<file path="config.mk">
export PLATFORM = sky130hd
export DESIGN_NAME = acc_pipe_ctrl
export DESIGN_NICKNAME = d
export VERILOG_FILES = /design/src/rtl/acc_pipe_ctrl.sv
export SDC_FILE = /design/constraint.sdc
export NUM_CORES = 1
export LEC_CHECK = 0
export CAP_MARGIN = 20
export CORE_MARGIN = 3
export CORE_UTILIZATION = 30
export CTS_CLUSTER_SIZE = 10
export DETAILED_ROUTE_END_ITERATION = 10
export DONT_BUFFER_PORTS = 1
export SETUP_SLACK_MARGIN = 0.05
export SLEW_MARGIN = 20
export SYNTH_ARGS = -nofsm -noshare
export SYNTH_HDL_FRONTEND = slang
export SYNTH_SLANG_ARGS = --single-unit
</file>
<file path="constraint.sdc">
create_clock -name clk1 -period 4.58 [get_ports clk1]
set_input_delay 1.374 -clock clk1 [delete_from_list [all_inputs] [get_ports clk1]]
set_output_delay 1.374 -clock clk1 [all_outputs]
set_load 0.01 [all_outputs]
</file>
<file path="src/rtl/acc_pipe_ctrl.sv">
// Pipeline control for the accumulator machine: decodes the instruction in ID,
// sequences indirect-fetch, branch and halt stalls, and drives registered enables.
module acc_pipe_ctrl #(
    parameter int unsigned BR_BUBBLES = 1,
    parameter logic [5:0]  CB_DEFAULT = 6'b110000
) (
    input  logic        clk1,
    input  logic        rst,
    input  logic        id_valid,
    input  logic [4:0]  id_op,
    input  logic        id_ind,
    input  logic        cond_zr,
    input  logic        cond_ng,
    input  logic        resume,
    output logic        if_en,
    output logic        id_flush,
    output logic        pc_load,
    output logic        ex_en,
    output logic        acc_we,
    output logic        mem_we,
    output logic [5:0]  cb,
    output logic        ind_wait,
    output logic        halted,
    output logic [15:0] retired
);

    typedef enum logic [1:0] {StRun, StInd, StBranch, StHalt} state_e;

    localparam logic [4:0] OpStore = 5'h13;
    localparam logic [4:0] OpJmp   = 5'h14;
    localparam logic [4:0] OpJz    = 5'h15;
    localparam logic [4:0] OpJn    = 5'h16;
    localparam logic [4:0] OpHlt   = 5'h17;

    state_e      state_q, state_d;
    logic [4:0]  op_q, op_d;
    logic [1:0]  cnt_q, cnt_d;

    logic        if_en_q, if_en_d;
    logic        id_flush_q, id_flush_d;
    logic        pc_load_q, pc_load_d;
    logic        ex_en_q, ex_en_d;
    logic        acc_we_q, acc_we_d;
    logic        mem_we_q, mem_we_d;
    logic [5:0]  cb_q, cb_d;
    logic        ind_wait_q, ind_wait_d;
    logic        halted_q, halted_d;
    logic [15:0] retired_q, retired_d;

    logic       run_valid, store_hold, go_ind, issue, taken, is_alu;
    logic [4:0] iss_op;

    function automatic logic [5:0] alu_cb(input logic [4:0] op);
        logic [5:0] r;
        unique case (op)
            5'h00: r = 6'b101010;
            5'h01: r = 6'b111111;
            5'h02: r = 6'b111010;
            5'h03: r = 6'b001100;
            5'h04: r = 6'b110000;
            5'h05: r = 6'b001101;
            5'h06: r = 6'b110001;
            5'h07: r = 6'b001111;
            5'h08: r = 6'b110011;
            5'h09: r = 6'b011111;
            5'h0A: r = 6'b110111;
            5'h0B: r = 6'b001110;
            5'h0C: r = 6'b110010;
            5'h0D: r = 6'b000010;
            5'h0E: r = 6'b010011;
            5'h0F: r = 6'b000111;
            5'h10: r = 6'b000000;
            5'h11: r = 6'b010101;
            5'h12: r = 6'b110000;
            default: r = CB_DEFAULT;
        endcase
        return r;
    endfunction

    // Issue decode shared by the next-state and output processes.
    always_comb begin
        run_valid  = (state_q == StRun) && id_valid;
        // A direct STORE right behind a STORE is held so mem_we never pulses twice in a row.
        store_hold = run_valid && !id_ind && (id_op == OpStore) && mem_we_q;
        go_ind     = run_valid && !store_hold && id_ind && (id_op != OpHlt);
        iss_op     = (state_q == StInd) ? op_q : id_op;
        issue      = (state_q == StInd) || (run_valid && !store_hold && !go_ind);
        taken      = issue && ((iss_op == OpJmp) || ((iss_op == OpJz) && cond_zr) ||
                               ((iss_op == OpJn) && cond_ng));
        is_alu     = (iss_op <= 5'h12) || (iss_op >= 5'h18);
    end

    always_ff @(posedge clk1) begin
        if (rst) begin
            state_q    <= StRun;
            op_q       <= '0;
            cnt_q      <= '0;
            if_en_q    <= 1'b1;
            id_flush_q <= 1'b0;
            pc_load_q  <= 1'b0;
            ex_en_q    <= 1'b0;
            acc_we_q   <= 1'b0;
            mem_we_q   <= 1'b0;
            cb_q       <= '0;
            ind_wait_q <= 1'b0;
            halted_q   <= 1'b0;
            retired_q  <= '0;
        end else begin
            state_q    <= state_d;
            op_q       <= op_d;
            cnt_q      <= cnt_d;
            if_en_q    <= if_en_d;
            id_flush_q <= id_flush_d;
            pc_load_q  <= pc_load_d;
            ex_en_q    <= ex_en_d;
            acc_we_q   <= acc_we_d;
            mem_we_q   <= mem_we_d;
            cb_q       <= cb_d;
            ind_wait_q <= ind_wait_d;
            halted_q   <= halted_d;
            retired_q  <= retired_d;
        end
    end

    always_comb begin
        state_d = state_q;
        op_d    = op_q;
        cnt_d   = cnt_q;
        unique case (state_q)
            StRun, StInd: begin
                if (go_ind) begin
                    state_d = StInd;
                    op_d    = id_op;
                end else if (taken) begin
                    state_d = StBranch;
                    cnt_d   = 2'(BR_BUBBLES);
                end else if (issue && (iss_op == OpHlt)) begin
                    state_d = StHalt;
                end else begin
                    state_d = StRun;
                end
            end
            StBranch: begin
                cnt_d = cnt_q - 2'd1;
                if (cnt_q <= 2'd1) state_d = StRun;
            end
            StHalt: begin
                if (resume) state_d = StRun;
            end
            default: state_d = StRun;
        endcase
    end

    always_comb begin
        if_en_d    = 1'b1;
        id_flush_d = 1'b0;
        pc_load_d  = 1'b0;
        ex_en_d    = 1'b0;
        acc_we_d   = 1'b0;
        mem_we_d   = 1'b0;
        cb_d       = '0;
        ind_wait_d = 1'b0;
        halted_d   = 1'b0;
        retired_d  = retired_q;
        if (issue) begin
            retired_d = retired_q + 16'd1;
            if (is_alu) begin
                ex_en_d  = 1'b1;
                acc_we_d = 1'b1;
                cb_d     = alu_cb(iss_op);
            end else if (iss_op == OpStore) begin
                ex_en_d  = 1'b1;
                mem_we_d = 1'b1;
            end else if (iss_op == OpHlt) begin
                halted_d = 1'b1;
                if_en_d  = 1'b0;
            end else if (taken) begin
                pc_load_d  = 1'b1;
                id_flush_d = 1'b1;
            end
        end
        if (go_ind) begin
            if_en_d    = 1'b0;
            ind_wait_d = 1'b1;
        end
        if (store_hold) if_en_d = 1'b0;
        if (state_q == StBranch) if_en_d = 1'b0;
        if ((state_q == StHalt) && !resume) begin
            halted_d = 1'b1;
            if_en_d  = 1'b0;
        end
    end

    assign if_en    = if_en_q;
    assign id_flush = id_flush_q;
    assign pc_load  = pc_load_q;
    assign ex_en    = ex_en_q;
    assign acc_we   = acc_we_q;
    assign mem_we   = mem_we_q;
    assign cb       = cb_q;
    assign ind_wait = ind_wait_q;
    assign halted   = halted_q;
    assign retired  = retired_q;

endmodule

</file>
After elaboration in Yosys (flattened, before gate mapping)
Memories as Yosys holds them, arrays and structs flattened. A register that Yosys moved wholly into a read port is not among the register bits.
Index checks and enable logic that the tools add are counted.
{ "op_classes": {"multipliers": 0, "div_mod_pow": 0, "muxes": 28, "eq_ne": 14, "reduce_logical": 31, "shifts": 0, "add_sub_neg": 2, "n_lt_le_gt_ge": 3, "bitwise": 2} }
{ "ops": {"columns": ["cell", "count"], "rows": [
  ["$eq A5 B5 Y1 const B", 6],
  ["$mux W1", 18],
  ["$add A16 B1 Y16 const B", 1],
  ["$mux W2", 7],
  ["$logic_and A1 B1 Y1", 13],
  ["$ne A2 B2 Y1 const B", 4],
  ["$pmux W2 S3", 1],
  ["$reduce_or A3 Y1", 2],
  ["$ge A5 B5 Y1 const B", 1],
  ["$le A5 B5 Y1 const B", 1],
  ["$mux W5", 1],
  ["$ne A5 B5 Y1 const B", 1],
  ["$reduce_or A5 Y1", 1],
  ["$eq A2 B2 Y1 const B", 2],
  ["$logic_not A1 Y1", 4],
  ["$logic_or A1 B1 Y1", 4],
  ["$pmux W2 S2", 1],
  ["$reduce_and A2 Y1", 2],
  ["$reduce_or A2 Y1", 2],
  ["$reduce_and A3 Y1", 1],
  ["$eq A2 B1 Y1 const B", 1],
  ["$le A2 B1 Y1 const B", 1],
  ["$logic_not A2 Y1", 1],
  ["$not A1 Y1", 2],
  ["other kinds (2)", 2]
]} }
{ "totals": {"mem_bits_rw": 0, "latchBits": 0, "rom_bits": 192, "regBits": 32, "in_bits": 12, "wordCells": 92, "n_memories": 1} }
{ "memory_table": {"columns": ["name", "words", "word_bits", "read_ports", "rd_clocked_by_memory_dff", "write_ports", "line", "rtl"], "rows": [
  ["(no name shown)", 32, 6, 1, 1, 0, "55", "unique case (op)"]
]} }

Longest topological paths before layout
{ "depth": {"depth_word": 17, "ltp_mapped": 10} }

Worst setup path before layout
No wires, ideal clock.
{ "synth_path": {"path_type": "input to register", "startpoint": "in id_op[1]", "endpoint": "reg state_q[0]", "setup_slack_ns": 1.588, "cell_stages": 7, "required_ns": 4.494, "arrival_time_ns": 2.906, "setup_time_ns": 0.086, "n_path_buf": 0, "path_cell_list": "mux2i_1 inv_1 ha_1 a221o_1 nand3_1 o21ai_0 a211oi_1"} }
{ "synth_via": {"elab_chain_len": 15} }
{ "synth_lines": {"columns": ["item", "line", "rtl"], "rows": [
  ["start: declaration", "10", "input logic [4:0] id_op,"],
  ["$eq A5 B5 Y1", "84", "store_hold = run_valid && !id_ind && (id_op == OpStore) && mem_we_q;"],
  ["$logic_and A1 B1 Y1 (2 in a row)", "84", null],
  ["$logic_not A1 Y1", "85, 87", null],
  ["$logic_and A1 B1 Y1", "85, 87", null],
  ["$logic_and A1 B1 Y1 (2 in a row)", "85", "go_ind = run_valid && !store_hold && id_ind && (id_op != OpHlt);"],
  ["$logic_not A1 Y1", "87", "issue = (state_q == StInd) || (run_valid && !store_hold && !go_ind);"],
  ["$logic_and A1 B1 Y1", "87", null],
  ["$logic_or A1 B1 Y1", "87", null],
  ["$logic_and A1 B1 Y1", "137", "end else if (issue && (iss_op == OpHlt)) begin"],
  ["$mux W2", "137", null],
  ["$mux W2", "134", "end else if (taken) begin"],
  ["$mux W2 (*)", "131", "if (go_ind) begin"],
  ["$pmux W2 S3 (*)", "129", "unique case (state_q)"],
  ["end signal: assignment", "95", "state_q <= StRun;"],
  ["end signal: assignment", "109", "state_q <= state_d;"],
  ["end: declaration", "35", "state_e state_q, state_d;"]
]} }
Every way passes the cells marked *; elsewhere a longest branch is shown, timed or not.
A chain may end at the register's enable or synchronous reset.

Final worst setup path
{ "layout_path": {"startpoint": "reg state_q[1]", "endpoint": "reg state_q[0]"} }
{ "layout_via": {"elab_chain_len": 17} }
{ "layout_lines": {"columns": ["item", "line", "rtl"], "rows": [
  ["$logic_not A2 Y1", "82, 129", null],
  ["$logic_and A1 B1 Y1", "82", "run_valid = (state_q == StRun) && id_valid;"],
  ["$logic_and A1 B1 Y1 (3 in a row)", "84", null],
  ["$logic_not A1 Y1", "85, 87", null],
  ["$logic_and A1 B1 Y1", "85, 87", null],
  ["$logic_and A1 B1 Y1 (2 in a row)", "85", null],
  ["$logic_not A1 Y1", "87", null],
  ["$logic_and A1 B1 Y1", "87", null],
  ["$logic_or A1 B1 Y1", "87", null],
  ["$logic_and A1 B1 Y1", "137", null],
  ["$mux W2", "137", null],
  ["$mux W2", "134", null],
  ["$mux W2", "131", null],
  ["$pmux W2 S3", "129", null]
]} }
Several ways; a longest one is shown, not always the timed one.

==> reports/metrics.cfg <==
[min_path]
hold_class=reg -> reg

[job]
drv_cap=0

[power_and_ir_drop]
ir_drop_v=0.000136
total_power_mw=0.663
leakage_nw=0.736
powerDensity_mw_per_mm2=320

[sta]
min_period_ns=3.08
setup_tns_ns=0
drv_slew=0
postLayoutSetupSlackWorst_ns=1.50
fin_worst_skew_ns=0.00413
rsz0062_at_grt=no
report.final.hold_viol_count=0
tightest_slew_ns=0.736
timing.final.crit_share=0.672
slew_headroom=0.495
setup_viol=0
fmax_mhz=325

[worst_setup_path]
worstPathCellList=nand2b_4, mux2i_1, inv_1, ha_1, a221o_1, nand3_1, o21ai_0, a211oi_1
critPathArrivalTime_ns=3.29
cp_slowest_cell=dfxtp_1
critPathLaunchType=register
path_class=reg -> reg
cp_slowest_stage_delay_ns=0.70
path_max_fanout=18
required_ns=4.79
cp-end-kind=register

[synth]
synth_compound_area_frac=0.188
synthTopCellsByArea=dfxtp_1 39%, mux2i_1 5.1%, nor2_1 4.2%, xnor2_1 4.0%, ha_1 3.8%
synth.distinct_cells=46
synth_xor_area_frac=0.0493
synthArstFlopShare=0
yosysWarnings=0
syn_avg_cell_area_um2=9.09
synth.largest_area_cell=dfxtp_1
ys_seq_area_frac=0.389
ys.flop_type=dfxtp_1
synth-adder-area-share=0.0384
synth_top_family_by_area=simple AND/OR/NAND/NOR gates
ys_seq_elements=38
yosysMostFrequentCell=dfxtp_1
muxShareOfSynthArea=0.0813
synth_cells=215
netlist_area_mm2=0.00195
synth_edf_count=0
synth_top_area_frac=0.389
synth-simple-area-share=0.202
netlist_top_cells_count=38 x dfxtp_1, 22 x nor2_1, 12 x nand3_1, 11 x a21oi_1, 10 x mux2i_1
synth_nets=233

[clock_tree]
cts.sinks=38
clk_path_buf_depth=2
cts_root_buf=clkbuf_8
hold_buffers=0
cts-htree-levels=2
clk_latency_ns=0.29
cts_tree=done
cts-buffers-inserted=5
clk_pin_slew_ns=0.07
post_cts_buffers=0
cts_resized=0

[drt]
finalWirelength_mm=4.53
met3RoutedLength_um=242
firstDrtPassIters=4
first_iter_violations=104
wl_per_cell_um=15.8
drtAntennaViolNets=0
top_layer=met4
routedLengthMet1_mm=2.09
drc_errors=0
viasPerCell=5.49
vias=1570
met2_length_mm=2.12

[die]
initial_core_util=0.321
die-area_mm2=0.00752
rows=28
die_h_um=86.7
boundaryPins=42
fp.dieW_um=86.7
coreArea_mm2=0.00610

[global_route]
grt_max_degree=35
grt_usage=0.125
antenna_found_initial=0
overflow=0
grt_pass1_wl_mm=7.48
grt_pass1_vias=1468

[placement]
io_buffers=0
dp_hpwl_mm=3.22
gp_congestion=0.922
place_area_mm2=0.00198
dp_cells=278
dpl_worst_slack_ns=1.23

[run_status]
status=complete, no violations

[final_layout]
fin_cells=286
n_antenna_cell=0
synthToLayoutAreaGrowth_pct=5.89
layout-drive-gt1-share=0.0948
seqCellArea_um2=761
multi_input_area_mm2=0.00109
nFillCells=638
fin_area_mm2=0.00207
final_nets=228

-- metrics by stage --
step                      hold WS, ns  utilization
after floorplan                 0.459            -
after global placement          0.480        0.325
after detailed placement        0.485        0.325
after CTS                       0.503        0.339
after global routing            0.535        0.339
final                           0.498        0.339
-- cells in the final DEF (no fill, tap or decap), types with 2 or more instances in the layout --
master / Yosys / layout
nor2_1: 22 / 22
o21ai_0: 8 / 8
xnor2_1: 9 / 9
nand2_1: 8 / 8
or2_2: 3 / 3
xor2_1: 2 / 2
nand3_1: 12 / 12
a21o_1: 3 / 3
mux2_2: 4 / 4
nand3b_1: 2 / 2
and4_1: 3 / 3
ha_1: 6 / 6
mux2i_1: 10 / 10
clkbuf_8: 0 / 6
a31oi_1: 5 / 5
dfxtp_1: 38 / 38
nor3_1: 3 / 3
nand4_1: 5 / 5
a211oi_1: 5 / 5
or3_1: 4 / 4
a2111oi_0: 5 / 5
nor4_1: 2 / 2
or4_1: 3 / 3
and2_1: 2 / 2
o31ai_1: 5 / 5
a21oi_1: 11 / 11
inv_1: 8 / 8
-- routing by layer --
metal,vias up,track usage
li1,787,-
met1,735,0.166
met2,42,0.187
met3,6,0.0380
met4,0,0.0524
met5,-,0
-- area by class of cell --
cell class / count / share of cell area
inverter: 8 / 0.0145
sequential: 38 / 0.368
multi-input combinational: 157 / 0.528
clock buffer: 7 / 0.0417
tap: 75 / 0.0453
clock inverter: 1 / 0.00242
-- critical path, delay by kind of cell (launching register included) --
family	cells	cell delay, ns
and+or+nand+nor	2	0.47
muxes	1	0.66
adders and majority gates	1	0.30
AOI/OAI and AO/OA	3	0.68
buffers and inverters	1	0.18
DFF	1	0.70
-- worst paths after layout --
kind               from          to  slack, ns  cells past startpoint
max          state_q[1]  state_q[0]       1.50                      8
min reg2reg     op_q[0]     op_q[0]       0.50                      2
min             op_q[0]     op_q[0]       0.50                      2
max reg2reg  state_q[1]  state_q[0]       1.50                      8
-- power by group --
| group | internal (mW) | switching (mW) | total (mW) |
|---|---|---|---|
| Sequential | 0.340 | 0.0138 | 0.354 |
| Clock | 0.121 | 0.116 | 0.238 |
| Combinational | 0.0290 | 0.0424 | 0.0714 |
-- state kept, by name, indices dropped and copies added (netlist names) --
| register | flops |
|---|---|
| retired | 16 |
| cb | 6 |
| op_q | 5 |
| cnt_q | 2 |
| state_q | 2 |
| acc_we | 1 |
| ex_en | 1 |
| halted | 1 |
| if_en | 1 |
| ind_wait | 1 |
| mem_we | 1 |
| pc_load | 1 |
-- kinds of logic (layout without fill, tap and decap cells) --
logic type                 after synthesis  in the layout
adders and majority gates                6              6
AOI/OAI and AO/OA                       52             52
and+or+nand+nor                         73             73
muxes                                   15             15
xor gates and xnor gates                11             11
DFF                                     38             38
buffers and inverters                   20             16
Power figures use the tool's default switching activity.
